**config.mk**
```make
export PLATFORM = sky130hd
export DESIGN_NAME = baud_cfg_ctrl
export DESIGN_NICKNAME = d
export VERILOG_FILES = /design/src/rtl/baud_cfg_pkg.sv /design/src/rtl/baud_cfg_timer.sv /design/src/rtl/baud_cfg_ctrl.sv
export SDC_FILE = /design/constraint.sdc
export NUM_CORES = 1
export LEC_CHECK = 0
export CAP_MARGIN = 20
export CORE_MARGIN = 4
export CORE_UTILIZATION = 55
export CTS_CLUSTER_DIAMETER = 50
export DETAILED_ROUTE_END_ITERATION = 12
export GPL_TIMING_DRIVEN = 0
export HOLD_SLACK_MARGIN = 0.12
export PLACE_DENSITY = 0.76
export SKIP_CTS_REPAIR_TIMING = 1
export SYNTH_ARGS = -nofsm -noshare
export SYNTH_HDL_FRONTEND = slang
export SYNTH_HIERARCHICAL = 1
export SYNTH_SLANG_ARGS = --single-unit
```
**constraint.sdc**
```tcl
create_clock -name clk -period 2.5 [get_ports clk]
set_input_delay 0.5 -clock clk [delete_from_list [all_inputs] [get_ports clk]]
set_output_delay 0.5 -clock clk [all_outputs]
set_load 0.1 [all_outputs]
```
**src/rtl/baud_cfg_pkg.sv**
```systemverilog
// rtl/baud_cfg_pkg.sv - shared types and constants for the baud configuration controller
// Contents:
//   DIV_W, DEF_DIV : default divisor width and reset divisor
//   st_e           : sequencer states RUN, PEND, APPLY, HOLD
//   cnt_w()        : bits needed by a down-counter that is loaded with n-1
package baud_cfg_pkg;

  localparam int DIV_W   = 16;
  localparam int DEF_DIV = 325;

  typedef enum logic [1:0] {
    RUN   = 2'd0,
    PEND  = 2'd1,
    APPLY = 2'd2,
    HOLD  = 2'd3
  } st_e;

  // Smallest width able to hold n-1 (at least one bit).
  function automatic int cnt_w(input int n);
    int w;
    w = 1;
    while ((1 << w) < n) w++;
    return w;
  endfunction

endpackage

```
**src/rtl/baud_cfg_timer.sv**
```systemverilog
// rtl/baud_cfg_timer.sv - loadable down-counter with done flag
// Ports:
//   clk, reset : clock, asynchronous active-high reset
//   load       : load load_val this cycle (wins over counting)
//   load_val   : W-bit start value
//   done       : counter has reached zero
module baud_cfg_timer #(
  parameter int W = 4
) (
  input  logic         clk,
  input  logic         reset,
  input  logic         load,
  input  logic [W-1:0] load_val,
  output logic         done
);

  logic [W-1:0] cnt;

  always_ff @(posedge clk or posedge reset) begin
    if (reset) begin
      cnt <= '0;
    end else if (load) begin
      cnt <= load_val;
    end else if (cnt != '0) begin
      cnt <= cnt - W'(1);
    end
  end

  assign done = (cnt == '0);

endmodule

```
**src/rtl/baud_cfg_ctrl.sv**
```systemverilog
// rtl/baud_cfg_ctrl.sv - divisor shadowing and safe apply sequencing for the baud generator
// Optional feature macro: BAUD_CFG_TIMEOUT_EN (forced apply after TIMEOUT_CYC PEND cycles)
// Ports:
//   clk, reset           : clock, asynchronous active-high reset
//   cfg_en               : UART enable
//   cfg_wr, cfg_div      : one-cycle divisor write strobe and value
//   tx_busy, rx_busy     : TX / RX inside a frame
//   div_out, bg_enable   : divisor and enable to the baud generator
//   cfg_pending          : accepted write not yet applied
//   cfg_ack              : pulse, divisor applied or write was a no-op
//   div_err              : pulse, zero divisor rejected
//   cfg_forced           : pulse with cfg_ack when the apply was forced by timeout
module baud_cfg_ctrl #(
  parameter int DIV_W       = baud_cfg_pkg::DIV_W,
  parameter int DEF_DIV     = baud_cfg_pkg::DEF_DIV,
  parameter int HOLD_CYC    = 2,
  parameter int TIMEOUT_CYC = 4096
) (
  input  logic             clk,
  input  logic             reset,
  input  logic             cfg_en,
  input  logic             cfg_wr,
  input  logic [DIV_W-1:0] cfg_div,
  input  logic             tx_busy,
  input  logic             rx_busy,
  output logic [DIV_W-1:0] div_out,
  output logic             bg_enable,
  output logic             cfg_pending,
  output logic             cfg_ack,
  output logic             div_err,
  output logic             cfg_forced
);

  import baud_cfg_pkg::*;

  localparam int TMR_W = cnt_w((HOLD_CYC > TIMEOUT_CYC) ? HOLD_CYC : TIMEOUT_CYC);
  localparam logic [DIV_W-1:0] DEF_DIV_V = DIV_W'(DEF_DIV);
  localparam logic [TMR_W-1:0] HOLD_VAL  = TMR_W'(HOLD_CYC - 1);

  st_e              state, state_n;
  logic [DIV_W-1:0] shadow, shadow_d, div_d;
  logic             pend_d, ack_d, err_d, bg_d;
  logic             rearm, rearm_d;
  logic             wr_nz, wr_zero, quiet, capture, hold_exit, ack_exit, timeout;
  logic             tmr_load, tmr_done;
  logic [TMR_W-1:0] tmr_val;

  assign wr_zero = cfg_wr && (cfg_div == '0);
  assign wr_nz   = cfg_wr && (cfg_div != '0);
  // A disabled UART has nothing in flight, so it counts as quiescent.
  assign quiet   = (!tx_busy && !rx_busy) || !cfg_en;
  // A write landing while a value is being applied re-arms the sequence.
  assign capture   = ((state == APPLY) || (state == HOLD)) && wr_nz && (cfg_div != shadow);
  assign hold_exit = (state == HOLD) && tmr_done;
  assign ack_exit  = hold_exit && !(rearm || capture);

`ifdef BAUD_CFG_TIMEOUT_EN
  localparam logic [TMR_W-1:0] TO_VAL = TMR_W'(TIMEOUT_CYC - 1);
  // A write in the same cycle restarts the wait instead of timing out.
  assign timeout = (state == PEND) && tmr_done && !cfg_wr;
`else
  assign timeout = 1'b0;
`endif

  baud_cfg_timer #(.W(TMR_W)) u_timer (
    .clk      (clk),
    .reset    (reset),
    .load     (tmr_load),
    .load_val (tmr_val),
    .done     (tmr_done)
  );

  // State and registered outputs.
  always_ff @(posedge clk or posedge reset) begin
    if (reset) begin
      state       <= RUN;
      div_out     <= DEF_DIV_V;
      shadow      <= DEF_DIV_V;
      bg_enable   <= 1'b0;
      cfg_pending <= 1'b0;
      cfg_ack     <= 1'b0;
      div_err     <= 1'b0;
      rearm       <= 1'b0;
    end else begin
      state       <= state_n;
      div_out     <= div_d;
      shadow      <= shadow_d;
      bg_enable   <= bg_d;
      cfg_pending <= pend_d;
      cfg_ack     <= ack_d;
      div_err     <= err_d;
      rearm       <= rearm_d;
    end
  end

  // Next state.
  always_comb begin
    state_n = state;
    case (state)
      RUN:     if (wr_nz && (cfg_div != div_out)) state_n = PEND;
      PEND:    if (quiet || timeout) state_n = APPLY;
      APPLY:   state_n = HOLD;
      HOLD:    if (tmr_done) state_n = (rearm || capture) ? PEND : RUN;
      default: state_n = RUN;
    endcase
  end

  // Next values of the registered outputs.
  always_comb begin
    shadow_d = shadow;
    div_d    = div_out;
    pend_d   = cfg_pending;
    ack_d    = 1'b0;
    err_d    = wr_zero;
    rearm_d  = 1'b0;
    bg_d     = ((state_n == RUN) || (state_n == PEND)) ? cfg_en : 1'b0;
    case (state)
      RUN: begin
        if (wr_nz) begin
          if (cfg_div == div_out) begin
            ack_d = 1'b1;
          end else begin
            shadow_d = cfg_div;
            pend_d   = 1'b1;
          end
        end
      end
      PEND: begin
        if (wr_nz) shadow_d = cfg_div;
        // shadow_d already carries a same-cycle write, so the newest value is applied.
        if (state_n == APPLY) div_d = shadow_d;
      end
      APPLY, HOLD: begin
        if (capture) shadow_d = cfg_div;
        rearm_d = (rearm || capture) && !hold_exit;
        if (ack_exit) begin
          pend_d = 1'b0;
          ack_d  = 1'b1;
        end
      end
      default: ;
    endcase
  end

  // The shared timer counts HOLD from APPLY, and the PEND timeout from PEND entry or a write.
  always_comb begin
    tmr_load = 1'b0;
    tmr_val  = HOLD_VAL;
    if (state == APPLY) begin
      tmr_load = 1'b1;
    end
`ifdef BAUD_CFG_TIMEOUT_EN
    else if ((state_n == PEND) && ((state != PEND) || cfg_wr)) begin
      tmr_load = 1'b1;
      tmr_val  = TO_VAL;
    end
`endif
  end

`ifdef BAUD_CFG_TIMEOUT_EN
  logic forced_q;

  always_ff @(posedge clk or posedge reset) begin
    if (reset) begin
      forced_q   <= 1'b0;
      cfg_forced <= 1'b0;
    end else begin
      cfg_forced <= ack_exit && forced_q;
      if ((state == PEND) && (state_n == APPLY)) begin
        forced_q <= !quiet;
      end else if (hold_exit) begin
        forced_q <= 1'b0;
      end
    end
  end
`else
  assign cfg_forced = 1'b0;
`endif

endmodule

```
# Yosys cells after proc, flatten, opt, wreduce, memory -nomap -nowiden
# Index checks and enable logic that the tools add are counted.
[op_classes] n_eq_ne=12 multipliers=0 add_sub_neg=1 magnitude_cmp=0 muxes=23 div_mod_pow=0 n_reduce_logical=30 bitwise=0 shifts=0
[op_table] operator="two-way mux 16 bit" n=4
[op_table] operator="case mux 16 bit (3 select lines)" n=1
[op_table] operator="!= test 16 bit" n=2
[op_table] operator="two-way mux 12 bit" n=2
[op_table] operator="equality test 16 bit" n=1
[op_table] operator="zero test 16 bit" n=1
[op_table] operator="nonzero test 16 bit" n=1
[op_table] operator="zero test 12 bit" n=1
[op_table] operator="nonzero test 12 bit" n=1
[op_table] operator="subtractor 12 x 1 -> 12 bit (second input constant)" n=1
[op_table] operator="two-way mux 1 bit" n=10
[op_table] operator="logical AND 1 bit" n=9
[op_table] operator="!= test 2 bit (second input constant)" n=4
[op_table] operator="case mux 2 bit (4 select lines)" n=1
[op_table] operator="equality test 2 bit (second input constant)" n=3
[op_table] operator="two-way mux 2 bit" n=3
[op_table] operator="zero test 1 bit" n=5
[op_table] operator="equality test 2 x 1 -> 1 bit (second input constant)" n=2
[op_table] operator="zero test 2 bit" n=2
[op_table] operator="logical OR 1 bit" n=4
[op_table] operator="case mux 1 bit (2 select lines)" n=2
[op_table] operator="AND reduction 4 bit" n=1
[op_table] operator="nonzero test 2 bit" n=2
[op_table] operator="AND reduction 3 bit" n=1
[op_table] operator="other kinds (2)" n=2
[word_totals] latch_bits=0 output_inout_bits=21 elab_cells=75 rom_bits=0 mem_count=0 ram_bits=0 register_bits=51 input_bits=22

# Logic depth before layout (Yosys ltp)
# Gate-level depths: netlist of run 1.
[depth] depth_word=11 ltp_mapped=9 ltp_nobuf=8

# Cells and area by module
# Netlist of run 1, hierarchy kept.
[modules_own_cells] mod="baud_cfg_ctrl" instances=1 cells_each=277 area_per_inst_um2=2479.9 seq_area_each_um2=985.9
[modules_own_cells] mod="baud_cfg_timer" instances=1 cells_each=76 area_per_inst_um2=744.5 seq_area_each_um2=300.3

# Worst setup path before layout of run 1
# Ideal clock, no wire load.
[synth_path] path_kind="register to register" startpoint="reg div_out[9]" endpoint="reg shadow[5]" required_time_ns=2.375 setup_slack_ns=0.090 stages_incl_launch_ff=7 period_less_slack_ns=2.410 setup_ns=0.125 arrival_time_ns=2.285 cell_sequence="dfrtp_1 > xor2_1 > nor4_1 > nand4_2 > nor3_4 > nor2_4 > mux2_4"
[synth_between] elab_chain_len=3
[synth_rtl] element="start: declaration" line_no="baud_cfg_ctrl.sv:26" rtl="output logic [DIV_W-1:0] div_out,"
[synth_rtl] element="start signal: assignment" line_no="baud_cfg_ctrl.sv:86" rtl="div_out <= div_d;"
[synth_rtl] element="equality test 16 bit" line_no="baud_cfg_ctrl.sv:120" rtl="if (cfg_div == div_out) begin"
[synth_rtl] element="!= test 2 bit (no line)"
[synth_rtl] element="AND reduction 3 bit (no line)"
[synth_rtl] element="end signal: assignment" line_no="baud_cfg_ctrl.sv:87" rtl="shadow <= shadow_d;"
[synth_rtl] element="end: declaration" line_no="baud_cfg_ctrl.sv:41" rtl="logic [DIV_W-1:0] shadow, shadow_d, div_d;"
# Every way passes these cells.
# A chain may end at the register's enable or synchronous reset.

# Worst setup path in the final report of run 1
[layout_path] startpoint="reg div_out[10]" endpoint="out div_out[10]"
# No word-level cell between the ends.

==> results.md, run 1 <==
* Status: finished, final reports clean
* Max clock buf depth at 2
* CP max stage delay at 1.16 ns
* DR iter-0 viols at 248
* Area Overhead vs Synth at 18.6%
* Initial Util at 57.5%
* PwrDens at 1320 nW/um^2
* Boundary Pins at 43
* Gr ovfl total at 0
* GP Congestion at 0.918
* Crit Path Max Fanout at 3
* Post-DRT Antenna Nets at 0
* Syn Area/Cell at 9.13 um^2
* Crit path time final at 2.39 ns
* Wire per inst at 17.4 um
* Total leakage power at 1.66 nW
* Hold Crit Class: flop to flop
* Syn Inst Count at 353
* Setup TNS at 0 ns
* Setup slack after layout at 0.107 ns
* Pins Over Slew Limit at 0
* Post-synth EDFFs at 0
* Crit share post-route at 95.7%
* Initial antenna violation count at 0
* Number of fill cells at 482
* CTS HTree Levels at 2
* Worst slew pin tran at 0.974 ns
* Non-Filler Instances at 477
* Post-DP HPWL at 6000 um
* Setup WS pre-CTS at -0.488 ns
* Sequential share of the synthesized area at 39.9%
* WP data required at 2.00 ns
* Commonest cells post-synth: 43 x dfrtp_1, 37 x nand2_1, 28 x nor2_1
* Vias in the first global route at 2736
* Num CTS Buffers at 5
* Layout Nets at 428
* CP bufs+invs at 1
* Mapped Area at 3220 um^2
* Row Count at 27
* Dpl cells at 466
* Post-route DRC violation count at 0
* Core area at 5610 um^2
* CP Data Arrival Time at 1.89 ns
* Area contributors post-synth: dfrtp_1 33%, dfstp_2 6.5%, xnor2_1 5.2%, xor2_1 4.6%, nand2_1 4.3%
* Warnings, synthesis at 6
* Unrepaired setup endpoints after global routing: no
* Top Family by Delay on Critical Path: buffers and inverters
* Most frequent cell after synthesis: dfrtp_1
* CTS tree: built
* Share of the synthesized area in the top cell type at 33.4%
* Async S/R FF share, synth at 100%
* Worst-Skew Late Latency at 0.32 ns
* CP Capture Type: output port
* Layout cells sized above 1 at 14.8%
* CP max-delay cell: clkdlybuf4s50_1
* Top FF cell, synth: dfrtp_1
* Die height at 84.6 um
* Max-cap viol count at 0
* TritonRoute pass-1 iters at 5
* Final hold viol count at 0
* First-pass GRT wire length at 13900 um
* Fmax at 418 MHz
* All-layer global routing usage at 24.3%
* Slew HR at 34.9%
* Setup violations, final at 0
* Die area at 7150 um^2
* Inserted Diodes at 0
* CTS Sinks at 51
* Vias post-DR at 2840
* Via-per-instance ratio at 5.95
* Clock skew at 0.0125 ns
* Crit-path cells: clkdlybuf4s50_1
* Routed WL at 8300 um
* Distinct cells, synth at 53
* Worst Setup Start Kind: flop
* IO Port Bufs at 30
* Root buf cell: clkbuf_8
* Critical path type: flop to output port
* Peak supply drop at 0.000877 V
* Die X-Extent at 84.6 um
* Clock transition at the registers of the reported paths at 0.09 ns
* Synth Register Bits at 51
* Largest area contributor in the netlist: dfrtp_1
* Largest net degree at the start of global routing at 40
## per-layer routing
metal	wire length, um	GRT usage (%)	part of all wire [%]	vias up
met5	0	0	0	-
met4	113	6.47	1.4	0
met3	515	4.91	6.2	12
met2	4030	40.1	48	102
met1	3650	32.5	44	1372
li1	-	-	-	1354
## power by group
part	leakage (nW)	total (mW)	switching [mW]	internal, mW
registers	0.597	1.64	0.415	1.23
clock network	0.0395	0.486	0.286	0.200
logic	1.02	2.93	2.00	0.932
## state kept, by name, indices dropped and copies added (netlist names)
name / count
shadow: 16
cfg_ack: 1
rearm: 1
div_out: 16
div_err: 1
cfg_pending: 1
bg_enable: 1
u_timer/cnt: 12
state: 2
## layout by cell type (no fill, tap or decap), types with 4 or more instances in the layout
cell             count
nand2_1             37
mux2i_1             11
nor4_1               4
nor2_1              27
inv_1                9
dlymetal6s2s_1       9
nor4_2               7
clkbuf_1            18
dfstp_2              8
mux2_4               5
a311o_1              5
o21ai_0             11
o211ai_1             6
a21oi_1             12
dfrtp_1             42
a22oi_1              7
clkdlybuf4s50_1     21
buf_2               10
o21ai_1              6
xnor2_1             19
nand4_1              5
a22o_1               4
nor3_1               8
conb_1              13
xor2_1              17
a31oi_1             18
buf_4                6
nand3_1              5
clkbuf_8             5
and3_1               6
## kinds of logic after synthesis
| group | share of synthesized area, % |
|---|---|
| simple gates | 19.9 |
| fa+ha+maj | 0.776 |
| compound gates | 17.7 |
| buf+inv | 5.55 |
| flops | 39.9 |
| xor+xnor | 9.78 |
| other cells | 0.233 |
| mux | 6.09 |
## through the flow
stage                     total power, mW  utilization (%)  instance area, um^2  hold WS (ns)
after floorplan                      3.86                -                 3270         0.365
after global placement               4.48             65.2                 3660         0.489
after global routing                 5.37             68.2                 3820         0.530
after detailed placement             4.55             65.2                 3660         0.488
final                                5.06             68.2                 3820         0.504
after CTS                            5.04             66.6                 3740         0.511
## layout make-up
cell class              instances  area, um^2  area share, %
plain buffers                  30         138           3.60
clock buffers                   8        80.1           2.09
inverters                      11        45.0           1.18
multi-input cells             271        1830           47.9
flip-flops and latches         51        1290           33.7
well taps                      72        90.1           2.36
repair buffers                 34         353           9.23
## final timing paths
path / from / endpoint / slack, ns / cells after the start
max: div_out[10]$_DFFE_PP0P_ / div_out[10] / 0.11 / 1
min: cfg_pending$_DFFE_PP0P_ / cfg_pending$_DFFE_PP0P_ / 0.50 / 1
max reg2reg: u_timer/cnt[3]$_DFFE_PP0P_ / cfg_pending$_DFFE_PP0P_ / 0.21 / 5
min reg2reg: cfg_pending$_DFFE_PP0P_ / cfg_pending$_DFFE_PP0P_ / 0.50 / 1
max in group asynchronous: reset / state[1]$_DFF_PP0_ / 1.27 / 2
min in group asynchronous: reset / u_timer/cnt[9]$_DFFE_PP0P_ / 0.53 / 2
Power figures use the tool's default switching activity.
==> run 2, diff against run 1 <==
Settings changed: CORE_ASPECT_RATIO from default to 0.9.
==> results.md, run 2 (synthesis gave the netlist of run 1 again) <==
* Vias post-DR at 2921 (was 2840)
* Post-DP HPWL at 5990 um (was 6000 um)
* First-pass GRT wire length at 13200 um (was 13900 um)
* Post-DRT Antenna Nets at 0 (unchanged)
* CP Capture Type: output port (unchanged)
* Most common cell after layout, fill and taps aside: dfrtp_1 (unchanged)
* Crit-path cells: clkdlybuf4s50_1 (unchanged)
* Vias in the first global route at 2683 (was 2736)
* Clock transition at the registers of the reported paths at 0.09 ns (about the same)
* Inserted Diodes at 0 (unchanged)
* All-layer global routing usage at 23.7% (was 24.3%)
* GP Congestion at 0.928 (was 0.918)
* Wire per inst at 17.5 um (was 17.4 um)
* CTS HTree Levels at 2 (unchanged)
* Setup TNS at 0 ns (unchanged)
* CP Data Arrival Time at 1.87 ns (was 1.89 ns)
* Post-route DRC violation count at 0 (unchanged)
* Final Instance Area at 3830 um^2 (was 3820 um^2)
* Fmax at 423 MHz (was 418 MHz)
* WP data required at 2.00 ns (about the same)
* Area Overhead vs Synth at 18.9% (was 18.6%)
* Hold depth at 2 (was 1)
* Final hold viol count at 0 (unchanged)
* Crit path time final at 2.37 ns (was 2.39 ns)
* Layout cells sized above 1 at 15.8% (was 14.8%)
* Commonest cells after routing, fill and taps aside: 42 x dfrtp_1, 37 x nand2_1, 27 x nor2_1 (unchanged)
* Core area at 5690 um^2 (was 5610 um^2)
* Die height at 80.6 um (was 84.6 um)
* CP max-delay cell: clkdlybuf4s50_1 (unchanged)
* Critical path type: flop to output port (unchanged)
* Setup slack after layout at 0.134 ns (was 0.107 ns)
* Clock skew at 0.00556 ns (was 0.0125 ns)
* Largest net degree at the start of global routing at 40 (unchanged)
* Setup crit start: div_out[10]$_DFFE_PP0P_ (unchanged)
* Max clock buf depth at 2 (unchanged)
* Pins Over Slew Limit at 0 (unchanged)
* CTS Sinks at 51 (unchanged)
* Worst R2R Start: u_timer/cnt[3]$_DFFE_PP0P_ (unchanged)
* DR iter-0 viols at 297 (was 248)
* Num CTS Buffers at 5 (unchanged)
* Setup WS pre-CTS at -0.438 ns (was -0.488 ns)
* Via-per-instance ratio at 6.15 (was 5.95)
* Root buf cell: clkbuf_8 (unchanged)
* CP max stage delay at 1.16 ns (about the same)
* Initial antenna violation count at 0 (unchanged)
* Worst r2r dst: cfg_pending$_DFFE_PP0P_ (unchanged)
* TritonRoute pass-1 iters at 5 (unchanged)
* Layout Nets at 428 (unchanged)
* Hold_sp: shadow[8]$_DFFE_PP1P_ (was cfg_pending$_DFFE_PP0P_)
* Worst r2r path cells at 5 (unchanged)
* Die area at 7150 um^2 (about the same)
* CTS tree: built (unchanged)
* Hold Crit Class: flop to flop (unchanged)
* Initial Util at 56.6% (was 57.5%)
* CP bufs+invs at 1 (unchanged)
* Row Count at 26 (was 27)
* Gr ovfl total at 0 (unchanged)
* Total chip power at 5.05 mW (was 5.06 mW)
* Peak supply drop at 0.00117 V (was 0.000877 V)
* Top flop regs: div_out x16, shadow x16, u_timer/cnt x12 (unchanged)
* Status: finished, final reports clean (unchanged)
* Crit share post-route at 94.7% (was 95.7%)
* Die X-Extent at 88.7 um (was 84.6 um)
* Unrepaired setup endpoints after global routing: no (unchanged)
* Placement Cell Area at 3650 um^2 (was 3660 um^2)
* Max-cap viol count at 0 (unchanged)
* PwrDens at 1320 nW/um^2 (about the same)
* Worst slew pin tran at 0.982 ns (was 0.974 ns)
* Hold Path End: div_out[8]$_DFFE_PP1P_ (was cfg_pending$_DFFE_PP0P_)
* Boundary Pins at 43 (unchanged)
* Reg2reg setup slack at 0.17 ns (was 0.21 ns)
* Worst-Skew Late Latency at 0.30 ns (was 0.32 ns)
* Worst Setup Start Kind: flop (unchanged)
* IO Port Bufs at 30 (unchanged)
* Routed WL at 8330 um (was 8300 um)
* Total leakage power at 1.67 nW (was 1.66 nW)
* Top Family by Delay on Critical Path: buffers and inverters (unchanged)
* Slew HR at 34.3% (was 34.9%)
* Setup violations, final at 0 (unchanged)
* Crit Path Max Fanout at 3 (unchanged)
## run 2: changes by cell type in the layout (fill, tap and decap cells not counted), sizes merged
cell and delta:
clkbuf -2, clkinv +3, buf -1
## run 2: worst max-delay path by stage
stage,to,slack [ns],cells past startpoint
5_1_grt,cfg_pending$_DFFE_PP0P_,0.04,5
3_5_place_dp,shadow[5]$_DFFE_PP0P_,-0.44,7
6_report,div_out[10],0.13,1
2_1_floorplan,shadow[5]$_DFFE_PP0P_,0.09,6
4_1_cts,u_timer/cnt[4]$_DFFE_PP0P_,-0.17,9
3_3_place_gp,shadow[5]$_DFFE_PP0P_,-0.39,7
## run 2: tightest hold or removal path: stages, from the launching register on
cell	delay, ns
dfstp_2	0.39
nand2_1	0.05
a31oi_1	0.08
## run 2: layout make-up
class | count | area [um^2]
clock inverters | 3 | 15.0
flip-flops and latches | 51 | 1290
multi-input cells | 271 | 1840
fillers | 469 | 1860
clock buffers | 5 | 68.8
well taps | 70 | 87.6
plain buffers | 30 | 138
repair buffers | 34 | 353
inverters | 11 | 45.0
## run 2: report_power, final
part	leakage, nW	internal [mW]	switching, mW
Combinational	1.03	0.932	2.01
Sequential	0.597	1.23	0.418
Clock	0.0477	0.192	0.271
## run 2: layer usage
layer	vias to the layer above	global-route usage [%]	part of all wire, %
li1	1359	-	-
met1	1415	33.2	45
met2	133	36.1	47
met3	14	5.64	7.6
met4	0	7.10	1.3
met5	-	0	0
## run 2: metrics by stage
step                      utilization [%]  cells  hold slack, ns
after floorplan                         -    364           0.365
after global placement               64.2    464           0.495
after detailed placement             64.2    464           0.501
after CTS                            65.6    472           0.523
after global routing                 67.3    475           0.539
final                                67.3    475           0.518
==> run 3, diff against run 2 <==
Settings changed: CAP_MARGIN 20 to 25.
==> results of run 3 <==
The final DEF is identical to that of run 2; final timing and power are the same.
